$ cat src/rtl/uart_rx_pixel_unpacker_if.sv
// Pixel stream interface of the UART receive path: valid/ready handshake plus frame markers.
interface uart_rx_pixel_unpacker_if;
  logic       pix_valid;
  logic       pix_ready;
  logic [7:0] pix_data;
  logic       frame_start;
  logic       frame_done;

  modport master (output pix_valid, pix_data, frame_start, frame_done, input pix_ready);
  modport slave  (input pix_valid, pix_data, frame_start, frame_done, output pix_ready);
endinterface

$ cat src/rtl/uart_rx_pixel_unpacker.sv
// UART 8N1 receiver -> byte FIFO -> 1-bit-per-pixel unpacker with frame byte counting.
// Optional feature macro: UART_RX_TIMEOUT_EN (idle timeout abandons a partial frame).
module uart_rx_pixel_unpacker #(
  parameter int CLK_FREQ     = 100_000_000,
  parameter int BAUD         = 115200,
  parameter int FIFO_DEPTH   = 16,
  parameter int FRAME_BYTES  = 5280,
  parameter int TIMEOUT_BITS = 64
) (
  input  logic                            clk,
  input  logic                            reset,
  input  logic                            rx,
  uart_rx_pixel_unpacker_if.master        pix,
  output logic                            frame_err,
  output logic                            overrun
);
  localparam int DIV   = CLK_FREQ / (BAUD * 16);
  localparam int DIV_W = (DIV > 1) ? $clog2(DIV) : 1;
  localparam int PTR_W = $clog2(FIFO_DEPTH);
  localparam int CNT_W = PTR_W + 1;
  localparam int BC_W  = $clog2(FRAME_BYTES + 1);

  typedef enum logic [1:0] {RX_IDLE, RX_START, RX_DATA, RX_STOP} rx_state_t;
  typedef enum logic {UP_LOAD, UP_EMIT} up_state_t;

  logic             rx_meta_q, rx_sync_q;
  logic [DIV_W-1:0] div_cnt_q, div_cnt_d;
  logic             tick;
  rx_state_t        rx_state_q, rx_state_d;
  logic [3:0]       tick_cnt_q, tick_cnt_d;
  logic [2:0]       bit_cnt_q, bit_cnt_d;
  logic [7:0]       rx_shreg_q, rx_shreg_d;
  logic             push_q, push_d, frame_err_q, frame_err_d, overrun_q, overrun_d;
  logic [7:0]       fifo_mem_q [FIFO_DEPTH];
  logic [PTR_W-1:0] wr_ptr_q, wr_ptr_d, rd_ptr_q, rd_ptr_d;
  logic [CNT_W-1:0] fifo_cnt_q, fifo_cnt_d;
  logic             fifo_full, fifo_empty, push_ok, pop;
  up_state_t        up_state_q, up_state_d;
  logic [7:0]       shreg_q, shreg_d;
  logic [2:0]       bit_idx_q, bit_idx_d;
  logic [BC_W-1:0]  byte_cnt_q, byte_cnt_d;
  logic             frame_done_q, frame_done_d;
  logic             timeout_hit;

  assign tick       = (div_cnt_q == DIV_W'(DIV - 1));
  assign div_cnt_d  = tick ? '0 : div_cnt_q + DIV_W'(1);
  assign fifo_full  = (fifo_cnt_q == CNT_W'(FIFO_DEPTH));
  assign fifo_empty = (fifo_cnt_q == '0);
  assign pop        = (up_state_q == UP_LOAD) && !fifo_empty;
  // A full FIFO still accepts a byte when the unpacker frees a slot in the same cycle.
  assign push_ok    = push_q && (!fifo_full || pop);
  assign overrun_d  = push_q && fifo_full && !pop;
  assign wr_ptr_d   = wr_ptr_q + PTR_W'(push_ok);
  assign rd_ptr_d   = rd_ptr_q + PTR_W'(pop);
  assign fifo_cnt_d = fifo_cnt_q + CNT_W'(push_ok) - CNT_W'(pop);

  always_comb begin
    rx_state_d  = rx_state_q;
    tick_cnt_d  = tick_cnt_q;
    bit_cnt_d   = bit_cnt_q;
    rx_shreg_d  = rx_shreg_q;
    push_d      = 1'b0;
    frame_err_d = 1'b0;
    case (rx_state_q)
      RX_IDLE: if (!rx_sync_q) begin
        rx_state_d = RX_START;
        tick_cnt_d = '0;
      end
      RX_START: if (tick) begin
        if (tick_cnt_q == 4'd7) begin
          rx_state_d = rx_sync_q ? RX_IDLE : RX_DATA;
          tick_cnt_d = '0;
          bit_cnt_d  = '0;
        end else tick_cnt_d = tick_cnt_q + 4'd1;
      end
      RX_DATA: if (tick) begin
        if (tick_cnt_q == 4'd15) begin
          rx_shreg_d = {rx_sync_q, rx_shreg_q[7:1]};
          tick_cnt_d = '0;
          bit_cnt_d  = bit_cnt_q + 3'd1;
          if (bit_cnt_q == 3'd7) rx_state_d = RX_STOP;
        end else tick_cnt_d = tick_cnt_q + 4'd1;
      end
      RX_STOP: if (tick) begin
        if (tick_cnt_q == 4'd15) begin
          push_d      = rx_sync_q;
          frame_err_d = !rx_sync_q;
          rx_state_d  = RX_IDLE;
        end else tick_cnt_d = tick_cnt_q + 4'd1;
      end
      default: rx_state_d = RX_IDLE;
    endcase
  end

`ifdef UART_RX_TIMEOUT_EN
  localparam int IDLE_LIMIT = TIMEOUT_BITS * 16;
  localparam int IDLE_W     = $clog2(IDLE_LIMIT + 1);
  logic [IDLE_W-1:0] idle_cnt_q, idle_cnt_d;
  logic              all_idle;

  assign all_idle    = (rx_state_q == RX_IDLE) && fifo_empty && (up_state_q == UP_LOAD);
  assign timeout_hit = all_idle && tick && (idle_cnt_q == IDLE_W'(IDLE_LIMIT - 1));

  always_comb begin
    idle_cnt_d = idle_cnt_q;
    if (rx_state_q != RX_IDLE)  idle_cnt_d = '0;
    else if (timeout_hit)       idle_cnt_d = '0;
    else if (all_idle && tick)  idle_cnt_d = idle_cnt_q + IDLE_W'(1);
  end

  always_ff @(posedge clk or negedge reset) begin
    if (!reset) idle_cnt_q <= '0;
    else        idle_cnt_q <= idle_cnt_d;
  end
`else
  assign timeout_hit = 1'b0;
`endif

  always_comb begin
    up_state_d   = up_state_q;
    shreg_d      = shreg_q;
    bit_idx_d    = bit_idx_q;
    byte_cnt_d   = byte_cnt_q;
    frame_done_d = 1'b0;
    case (up_state_q)
      UP_LOAD: if (pop) begin
        shreg_d    = fifo_mem_q[rd_ptr_q];
        bit_idx_d  = 3'd7;
        byte_cnt_d = byte_cnt_q + BC_W'(1);
        up_state_d = UP_EMIT;
      end
      UP_EMIT: if (pix.pix_ready) begin
        shreg_d   = {shreg_q[6:0], 1'b0};
        bit_idx_d = bit_idx_q - 3'd1;
        if (bit_idx_q == 3'd0) begin
          up_state_d = UP_LOAD;
          // byte_cnt counts popped bytes, so FRAME_BYTES means the frame's last byte just finished.
          if (byte_cnt_q == BC_W'(FRAME_BYTES)) begin
            byte_cnt_d   = '0;
            frame_done_d = 1'b1;
          end
        end
      end
      default: up_state_d = UP_LOAD;
    endcase
    if (timeout_hit) byte_cnt_d = '0;
  end

  always_ff @(posedge clk or negedge reset) begin
    if (!reset) begin
      rx_meta_q    <= 1'b1;
      rx_sync_q    <= 1'b1;
      div_cnt_q    <= '0;
      rx_state_q   <= RX_IDLE;
      tick_cnt_q   <= '0;
      bit_cnt_q    <= '0;
      push_q       <= 1'b0;
      frame_err_q  <= 1'b0;
      overrun_q    <= 1'b0;
      wr_ptr_q     <= '0;
      rd_ptr_q     <= '0;
      fifo_cnt_q   <= '0;
      up_state_q   <= UP_LOAD;
      bit_idx_q    <= '0;
      byte_cnt_q   <= '0;
      frame_done_q <= 1'b0;
    end else begin
      rx_meta_q    <= rx;
      rx_sync_q    <= rx_meta_q;
      div_cnt_q    <= div_cnt_d;
      rx_state_q   <= rx_state_d;
      tick_cnt_q   <= tick_cnt_d;
      bit_cnt_q    <= bit_cnt_d;
      push_q       <= push_d;
      frame_err_q  <= frame_err_d;
      overrun_q    <= overrun_d;
      wr_ptr_q     <= wr_ptr_d;
      rd_ptr_q     <= rd_ptr_d;
      fifo_cnt_q   <= fifo_cnt_d;
      up_state_q   <= up_state_d;
      bit_idx_q    <= bit_idx_d;
      byte_cnt_q   <= byte_cnt_d;
      frame_done_q <= frame_done_d;
    end
  end

  // Payload registers carry no reset; control state alone decides when they are meaningful.
  always_ff @(posedge clk) begin
    rx_shreg_q <= rx_shreg_d;
    shreg_q    <= shreg_d;
    if (push_ok) fifo_mem_q[wr_ptr_q] <= rx_shreg_q;
  end

  assign pix.pix_valid   = (up_state_q == UP_EMIT);
  assign pix.pix_data    = (pix.pix_valid && shreg_q[7]) ? 8'hFF : 8'h00;
  assign pix.frame_start = pix.pix_valid && (byte_cnt_q == BC_W'(1));
  assign pix.frame_done  = frame_done_q;
  assign frame_err       = frame_err_q;
  assign overrun         = overrun_q;
endmodule

$ cat src/flat_wrapper.sv
// flat-port wrapper written by rule: the top's interface ports become plain ports
module uart_rx_pixel_unpacker_flat 
#(
  parameter int CLK_FREQ     = 100_000_000,
  parameter int BAUD         = 115200,
  parameter int FIFO_DEPTH   = 16,
  parameter int FRAME_BYTES  = 5280,
  parameter int TIMEOUT_BITS = 64
)
  (clk, reset, rx, frame_err, overrun, pix_pix_valid, pix_pix_data, pix_frame_start, pix_frame_done, pix_pix_ready);
  uart_rx_pixel_unpacker_if pix_i ();
  input  logic clk;
  input  logic reset;
  input  logic rx;
  output logic frame_err;
  output logic overrun;
  output wire logic [$bits(pix_i.pix_valid)-1:0] pix_pix_valid;
  output wire logic [$bits(pix_i.pix_data)-1:0] pix_pix_data;
  output wire logic [$bits(pix_i.frame_start)-1:0] pix_frame_start;
  output wire logic [$bits(pix_i.frame_done)-1:0] pix_frame_done;
  input wire logic [$bits(pix_i.pix_ready)-1:0] pix_pix_ready;
  assign pix_pix_valid = pix_i.pix_valid;
  assign pix_pix_data = pix_i.pix_data;
  assign pix_frame_start = pix_i.frame_start;
  assign pix_frame_done = pix_i.frame_done;
  assign pix_i.pix_ready = pix_pix_ready;
  uart_rx_pixel_unpacker #(.CLK_FREQ(CLK_FREQ), .BAUD(BAUD), .FIFO_DEPTH(FIFO_DEPTH), .FRAME_BYTES(FRAME_BYTES), .TIMEOUT_BITS(TIMEOUT_BITS)) u_core (.clk(clk), .reset(reset), .rx(rx), .pix(pix_i), .frame_err(frame_err), .overrun(overrun));
endmodule
$ cat config.mk
export PLATFORM = sky130hd
export DESIGN_NAME = uart_rx_pixel_unpacker_flat
export DESIGN_NICKNAME = d
export VERILOG_FILES = /design/src/rtl/uart_rx_pixel_unpacker_if.sv /design/src/rtl/uart_rx_pixel_unpacker.sv /design/src/flat_wrapper.sv
export SDC_FILE = /design/constraint.sdc
export NUM_CORES = 1
export LEC_CHECK = 0
export CORE_MARGIN = 10
export CORE_UTILIZATION = 55
export DETAILED_ROUTE_END_ITERATION = 10
export PLACE_DENSITY = 0.82
export SYNTH_ARGS = -nofsm -noshare
export SYNTH_HDL_FRONTEND = slang
export SYNTH_SLANG_ARGS = --single-unit
$ cat constraint.sdc
create_clock -name clk -period 4.7 [get_ports clk]
set_clock_uncertainty 0.1 [all_clocks]
set_input_delay 0.47 -clock clk [delete_from_list [all_inputs] [get_ports clk]]
set_output_delay 0.47 -clock clk [all_outputs]
set_load 0.005 [all_outputs]
==> metrics <==
pwr dens 369.9 nW/um^2; Layout area overhead 10.31%; all-layer global routing usage 15.91%; via count 4315; Post-layout nets 542; DR iter-0 viols 320; Critical Path RT between 4000 and 5000 ps; Register Area 5604 um^2; worst-path maximum fanout 8; setup TNS 0 ps; CP Launch Type register; ranking of synthesized cells by area edfxtp_1, dfrtp_1, mux4_2, ha_1, mux2i_1; # hold bufs at CTS 0; Setup Crit Path Kind register to register; Ports 17; DRT Pass-1 Iters 5; final hold viol count 0; Max clock buf depth 2; setup repair after global routing missed its margin false; Post-synth top flop edfxtp_1; Synth cell types 54; Initial Utilization 56.10%; Synth async-reset ratio a little over a quarter; Cell Area, Placed around 8400 um^2; Mapped Area 8154 um^2; core area 14530 um^2; hpwl dp between 9000 and 10000 um; number of remaining DRC errors 0; first-pass GRT wire length 24770 um; LEAKAGE 3.170 nW; H-tree depth 4; Clock transition at path regs 70 ps; CP max stage cell nor3_1; syn avg cell area roughly 16 um^2; most instantiated cells after synthesis edfxtp_1, dfrtp_1, nor2_1; Hold Path Class primary input to async pin; routed len/inst 21.38 um; critical-path cell list inv_1 > ha_1 > and4_1 > nor2b_1 > or3b_1 > nor3_1; CTS Root Cell clkbuf_16; multi-input combinational cell area between 2000 and 2500 um^2; Die H 141.8 um; Mapped Cells between 500 and 600; fraction of layout cells with a size suffix above 1 about 14%; maximum clock frequency 310.7 MHz; largest net degree at the start of global routing 52; Setup Viol. Count Final 0; Diodes inserted 0; Post-synth EDFFs 144; worst skew pair latency about 420 ps; die footprint 20100 um^2; cts bufs inserted 17; Detail Route Antenna Nets 0; Via density 6.043; sequential element share of the synthesized area 68.71%; Post-CTS Resized 0; Post-Syn Nets 531; critical path capture point type register; Sink Count 195; port buffer count 16; slew of the pin with the lowest slew margin 1294 ps; Max-Cap Viols 0; GPL Wtd Cong about 0.83; top-count cell post-synth edfxtp_1; Yosys top cell area share between 50 and 60%; WP data arrival 3160 ps; Final period util around two thirds; slew margin rel. 13.08%; Fillers between 900 and 1000; Final Critical Period 3219 ps; initial antenna violation count 0; die width 141.8 um; Final Cell Area 8995 um^2; dominant cell type by area after synthesis edfxtp_1; outcome finished clean; post-CTS setup buffers 0; Yosys reg bits 195; Rows 44; Yosys warning total 0; CTS tree built; via count of the first global-routing pass 4501; fin. max-slew vios 0; R2R depth 6; CP max stage delay 1000 ps; Overflow after GRT 0; worst vdd ir 0.3313 mV; Post-Route WL 15270 um
[where the power goes]
| part | switching, mW | internal, mW |
|---|---|---|
| registers | 0.000768 | 1.83 |
| logic | 0.00913 | 0.00212 |
| clock network | 0.636 | 0.849 |
| total | 0.646 | 2.68 |
[path summary, 6_finish.rpt]
check | startpoint | end | slack, ps
max | u_core.fifo_cnt_q[2]$_DFF_PN0_ | u_core.fifo_mem_q[0][5]$_DFFE_PP_ | 1480
max reg2reg | u_core.fifo_cnt_q[2]$_DFF_PN0_ | u_core.fifo_mem_q[0][5]$_DFFE_PP_ | 1480
max in group asynchronous | reset | u_core.rd_ptr_q[0]$_DFF_PN0_ | 3620
min | reset | u_core.byte_cnt_q[7]$_DFFE_PN0P_ | 150
min reg2reg | u_core.rx_meta_q$_DFF_PN1_ | u_core.rx_sync_q$_DFF_PN1_ | 260
min in group clk | u_core.rx_meta_q$_DFF_PN1_ | u_core.rx_sync_q$_DFF_PN1_ | 260
[flip-flops by register name (all words and copies together), names as in the netlist, 3 cells and up, named ones only]
| signal | flops |
|---|---|
| u_core.shreg_q | 8 |
| u_core.bit_cnt_q | 3 |
| u_core.fifo_cnt_q | 5 |
| u_core.byte_cnt_q | 13 |
| u_core.tick_cnt_q | 4 |
| u_core.rd_ptr_q | 4 |
| u_core.wr_ptr_q | 4 |
| u_core.fifo_mem_q | 128 |
| u_core.div_cnt_q | 6 |
| u_core.rx_shreg_q | 8 |
| u_core.bit_idx_q | 3 |
[stage by stage]
step	setup slack (ps)	total power [mW]	hold slack (ps)	std cells	utilization (%)
global route	1318	3.410	255.3	714	61.89
global placement	1816	1.879	246.1	682	57.72
floorplan	2165	1.868	74.41	506	-
CTS	1426	3.347	190.6	714	61.89
detailed placement	1550	1.880	247.6	682	57.72
finish	1481	3.327	147.8	714	61.89
[cell usage in the layout, fill, tap and decap left out, drive strengths merged, types with 3 or more instances in the layout]
cell,count
edfxtp,144
dfrtp,49
nor2,38
mux4,33
inv,28
nand2,26
ha,20
clkbuf,19
nand3,18
mux2i,16
clkdlybuf4s50,15
xnor2,14
o21ai,14
a21oi,13
nor3,11
xor2,6
nand4,6
clkinv,5
nand2b,4
and2,4
nor4,4
nand3b,4
o31ai,4
bufinv,3
[area by class of cell]
class,count,share of cell area [%]
flip-flops and latches,195,62.30
multi-input cells,263,25.64
clock buffers,19,4.813
well taps,184,2.559
clock inverters,13,1.920
repair buffers,17,1.808
inverters,23,0.9598
[logic make-up (layout without fill, tap and decap cells)]
| kind of cell | count (synthesis) | in the layout | share of synthesized area (%) |
|---|---|---|---|
| adder cells (fa/ha/maj) | 21 | 21 | 3.314 |
| AO/OA/AOI/OAI | 44 | 44 | 3.591 |
| multiplexers | 49 | 49 | 11.08 |
| flip-flops | 195 | 195 | 68.71 |
| buffers and inverters | 48 | 72 | 3.007 |
| AND/OR/NAND/NOR | 129 | 129 | 8.148 |
| XOR/XNOR | 20 | 20 | 2.148 |
[worst max-delay path: cells and delay by family (launching register included)]
kind | cells | cell delay, ps
simple gates | 4 | 2090
fa+ha+maj | 1 | 210
flops | 1 | 360
buf+inv | 1 | 60
[metal layers]
metal | vias to the layer above | global-route usage [%] | share of wire, % | wire [um]
met4 | 0 | 6.832 | 2.4 | 374
met3 | 30 | 3.238 | 4.5 | 690
met5 | - | 0 | 0 | 0
li1 | 1927 | - | - | -
met2 | 135 | 26.38 | 51 | 7714
met1 | 2223 | 19.89 | 43 | 6489
Note: power is estimated with default switching activity, not from simulation.
